### config.mk
export PLATFORM = sky130hd
export DESIGN_NAME = rx_gather
export DESIGN_NICKNAME = d
export VERILOG_FILES = /design/src/rtl/rx_gather.sv
export SDC_FILE = /design/constraint.sdc
export NUM_CORES = 1
export LEC_CHECK = 0
export BUFFER_PORTS_ARGS = -buffer_cell sky130_fd_sc_hd__buf_2
export CAP_MARGIN = 20
export CORE_ASPECT_RATIO = 2
export CORE_MARGIN = 3
export CORE_UTILIZATION = 51
export DETAILED_ROUTE_END_ITERATION = 7
export GPL_ROUTABILITY_DRIVEN = 0
export PLACE_DENSITY_LB_ADDON = 0.15
export SLEW_MARGIN = 5
export SYNTH_ARGS = -nofsm -noshare
export SYNTH_HDL_FRONTEND = slang
export SYNTH_SLANG_ARGS = --single-unit
### constraint.sdc
create_clock -name clk -period 1.5 [get_ports clk]
set_input_delay 0.3 -clock clk [delete_from_list [all_inputs] [get_ports clk]]
set_output_delay 0.3 -clock clk [all_outputs]
set_load 0.005 [all_outputs]
### src/rtl/rx_gather.sv
// Packs runs of NBYTES received bytes into one block for the AES input FIFO,
// first byte in the top bits. Partial blocks are discarded after an
// inter-byte timeout; completed blocks meeting a full FIFO are dropped.
module rx_gather #(
  parameter int unsigned NBYTES      = 16,
  parameter int unsigned TIMEOUT_CYC = 200000,
  parameter int unsigned TW          = 18
) (
  input  logic                clk,
  input  logic                reset,
  input  logic                rx_done,
  input  logic [7:0]          rx_in,
  input  logic                fifo_full,
  output logic [8*NBYTES-1:0] block_out,
  output logic                block_valid,
  output logic [3:0]          byte_cnt,
  output logic                busy,
  output logic                timeout_err,
  output logic                overflow_err
);

  localparam int unsigned BW = 8 * NBYTES;

  logic [BW-1:0] shreg;
  logic [BW-1:0] shreg_next;
  logic [TW-1:0] timer;
  logic          last_byte;

  // Incoming byte enters at the bottom so the first byte ends up on top.
  assign shreg_next = {shreg[BW-9:0], rx_in};
  assign last_byte  = (byte_cnt == 4'(NBYTES - 1));

  // The collecting/idle state is carried entirely by byte_cnt.
  assign busy = (byte_cnt != 4'd0);

  // Byte collection, block hand-off, overflow drop and inter-byte timeout.
  always_ff @(posedge clk) begin
    if (reset) begin
      shreg        <= '0;
      timer        <= '0;
      byte_cnt     <= 4'd0;
      block_out    <= '0;
      block_valid  <= 1'b0;
      timeout_err  <= 1'b0;
      overflow_err <= 1'b0;
    end else begin
      block_valid  <= 1'b0;
      timeout_err  <= 1'b0;
      overflow_err <= 1'b0;
      if (rx_done) begin
        // A byte always wins over a timeout landing in the same cycle.
        timer <= '0;
        shreg <= shreg_next;
        if (last_byte) begin
          byte_cnt <= 4'd0;
          if (!fifo_full) begin
            block_out   <= shreg_next;
            block_valid <= 1'b1;
          end else begin
            overflow_err <= 1'b1;
          end
        end else begin
          byte_cnt <= byte_cnt + 4'd1;
        end
      end else if (byte_cnt != 4'd0) begin
        if (timer == TW'(TIMEOUT_CYC - 1)) begin
          byte_cnt    <= 4'd0;
          timer       <= '0;
          shreg       <= '0;
          timeout_err <= 1'b1;
        end else begin
          timer <= timer + TW'(1);
        end
      end else begin
        timer <= '0;
      end
    end
  end

endmodule

==> impl_metrics.toml <==
[worst_setup_path]
crit_type = "flop to output port"
path_buf_inv = 3
cp_slowest_cell = "or3b_4"
path_cells = "inv_2 -> ha_4 -> or3b_4 -> buf_6 -> buf_6"
r2r_start = "byte_cnt[0]"
arrival_ps = 1710
reg2reg_slack_ps = -470
cp-start-kind = "flop"
slowest_delay_ps = 400
crit_top_cell = "buf_6"
rr_worst_depth = 11
worst-path-stages = 5
critPathMaxFanout = 2
crit_family = "simple AND/OR/NAND/NOR gates"
crit_path_start = "byte_cnt[1]"
cp-end-kind = "output port"
crit_path_end = "busy"
r2r-end = "block_out[119]"
required_ps = 1200

[min_path]
hold_path_depth = 3
min_path_type = "primary input to flop"

[yosys]
synth_area_per_cell_um2 = 7.84
yosys.area_share.adder_pct = 0.351
yosys.area_share.xor_xnor_pct = 1.07
synth-simple-area-share_pct = 24.2
synth-main-ff-cell = "dfxtp_1"
synthCells = 1364
syn_nets = 1379
synth_compound_area_share_pct = 18.3
async_flop_share_pct = 0
synth_edf_count = 0
ys_seq_elements = 273
yosysTopAreaCell = "dfxtp_1"
yosysWarningCount = 0
ys_seq_area_share_pct = 51.1
synthMuxAreaShare_pct = 0
synth_top_area_share_pct = 51.1
synth.distinct_cells = 42
synth_top_family_by_area = "simple AND/OR/NAND/NOR gates"
ys_top_cells_by_area = "dfxtp_1 (51%), nand2_1 (13%), a21oi_1 (12%)"
syn-cell-area_um2 = 10700

[power]
intPower_mw = 11.4
finalPower_mw = 14.6
vdd_drop_max_v = 0.00123
sequentialPowerShare_pct = 50.0
p_sw_mw = 3.20
power_frac_comb_pct = 3.8
power_frac_clock_pct = 46.2
p_leak_nw = 6.92
swShare_pct = 21.9
power.density_nw_per_um2 = 866

[detailed_routing]
routedWlPerCell_um = 21.2
detail-route-antenna-nets = 0
drc = 0
vias = 11000
avgViaCountPerCell = 5.88
wl_um = 39500
dr.pass1.iters = 5
drt_iter0_markers = 672

[grt]
grt-ovfl-total = 0
grt_max_degree = 163
grt_use_total_pct = 27.7
first_global_vias = 9905
grt_first_pass_wirelength_um = 50600
antenna_found_initial = 0

[flow_run]
maxCapViolations = 0

[floorplanning]
core_um2 = 20600
die_area_um2 = 22800
die_h_um = 211
num_rows = 74
die_x_um = 108
num_io_pins = 148
start_util_pct = 52.0

[outcome]
status = "complete, but fails checks"
violations = "negative setup slack"

[clock_network]
ctsLongestPathBuffers = 3
cts.htree.levels = 1
cts_buffers = 24
cts-root-buf = "clkbuf_16"
hold_buffers = 0
cts_tree = "done"
insertion_delay_ps = 530
clock_sinks = 273
clk_pin_slew_worst_paths_ps = 70

[timing]
finalHoldViolCount = 0
rsz0062_at_grt = "yes"
timing.final.crit_share_pct = 134
worstMarginPinSlew_ps = 763
slew_viol_final = 0
slew_headroom_pct = 49.2
skew_ps = 12.8
max_clock_freq_ghz = 0.498
setup_ws_ps = -509
period_needed_ps = 2010
setup_violations = 274

[finish]
final_core_util_pct = 82.1
diodes = 0
fin_nets = 1595
layout-drive-gt1-share_pct = 50.7
final_area_um2 = 16900
seq_area_um2 = 5470
multi_input_area_um2 = 6950
area_delta_synth_final_pct = 57.9
fill_cells = 1152
final_cells = 1863

[placement]
dp_cells = 1732
port_buffers = 147
hpwl_um = 18200
dpl_cell_area_um2 = 12200
worst min path at each step:
stage / endpoint / slack [ps] / start
after floorplan: timer[0] / 430 / timer[0]
after global placement: block_out[120] / 440 / shreg[112]
after detailed placement: block_out[82] / 440 / block_out[82]
after CTS: block_out[7] / 6 / rx_in[7]
after global routing: block_out[3] / 30 / rx_in[3]
final: block_out[7] / 10 / rx_in[7]
registers in the layout (all words and copies together), names as in the netlist:
| register | cells |
|---|---|
| block_out | 128 |
| block_valid | 1 |
| byte_cnt | 4 |
| overflow_err | 1 |
| shreg | 120 |
| timeout_err | 1 |
| timer | 18 |
synth_stat cells, types with 2 or more instances:
cell      instances
clkbuf_1         71
buf_2            39
nor4_1            3
nand3_2           2
nor3b_1           3
nand3_1          10
o21ai_0         124
inv_1             5
nand2_1         381
xor2_1           10
buf_4             3
and2_1            4
a21oi_1         253
nor2b_1         121
dfxtp_1         273
xnor2_1           3
nand4_1          10
nor4b_1           2
buf_1             2
ha_1              3
nor4bb_1          2
nor2_1           20
power groups by stage:
| stage | Sequential (mW) | Clock (mW) | Combinational, mW |
|---|---|---|---|
| floorplan | 7.46 | 0 | 0.253 |
| global placement | 7.47 | 0 | 0.390 |
| detailed placement | 7.47 | 0 | 0.392 |
| CTS | 7.30 | 6.78 | 0.444 |
| global route | 7.31 | 7.05 | 0.585 |
| finish | 7.31 | 6.76 | 0.549 |
worst register-to-register path: cells and delay by family (launching register included):
family,cells,cell delay (ps)
compound gates,1,60
buf+inv,6,790
fa+ha+maj,1,130
flops,1,340
simple gates,3,500
timing repair:
action	in CTS	in global routing
resized for setup	135	697
setup endpoints to repair	265	276
setup buffers	47	24
cloned	21	23
pin swaps	115	310
per-layer routing:
metal  global-route usage (%)  vias up  wire length, um
met5                        0        -                0
met4                     13.7        0             2770
met3                     3.27      182             2280
met2                     50.6      505            21100
met1                     31.2     5313            13300
li1                         -     4960                -
metrics by stage:
stage | setup TNS (ps) | hold slack (ps) | setup WS, ps
2_1_floorplan | -2860 | 426 | -29.6
3_3_place_gp | -11470 | 438 | -98.7
3_5_place_dp | -22280 | 444 | -130
4_1_cts | -90570 | 5.65 | -469
5_1_grt | -107130 | 26.7 | -549
6_report | -91340 | 14.9 | -509
cells in the final DEF (no fill, tap or decap), types with 2 or more instances in the layout:
master       n
nor2_4       9
nor3b_4      2
nand2_4    124
a21oi_1    120
o21ai_2     86
nor2b_1    121
buf_8       14
xor2_1      10
buf_6       40
nor2_1       5
clkbuf_8     9
nand2_2     64
o21ai_1     27
clkbuf_16   44
buf_12      37
ha_4         2
dfxtp_1    266
and2_1       4
nand3_1      9
nand2_1    194
clkbuf_1     3
clkinv_2     4
o21ai_4     11
or2_4        2
bufinv_16    3
xnor2_1      3
nand3_4      2
dfxtp_2      7
nor4_1       3
nor2_2       6
buf_16      13
buf_4       38
inv_2        2
nand4_1     10
a21oi_2    134
inv_1        3
buf_2      143
kinds of logic after synthesis:
kind of cell,Yosys count
buffers and inverters,121
DFF,273
xor gates and xnor gates,13
AOI/OAI and AO/OA,386
and+or+nand+nor,568
adders and majority gates,3
cell type report:
cell class	instances	area share (%)
Clock buffer	36	4.42
Clock inverter	7	0.652
Inverter	5	0.111
Multi-Input combinational cell	971	41.2
Sequential cell	273	32.4
Tap cell	266	1.97
Timing Repair Buffer	305	19.2
Power figures use the tool's default switching activity.
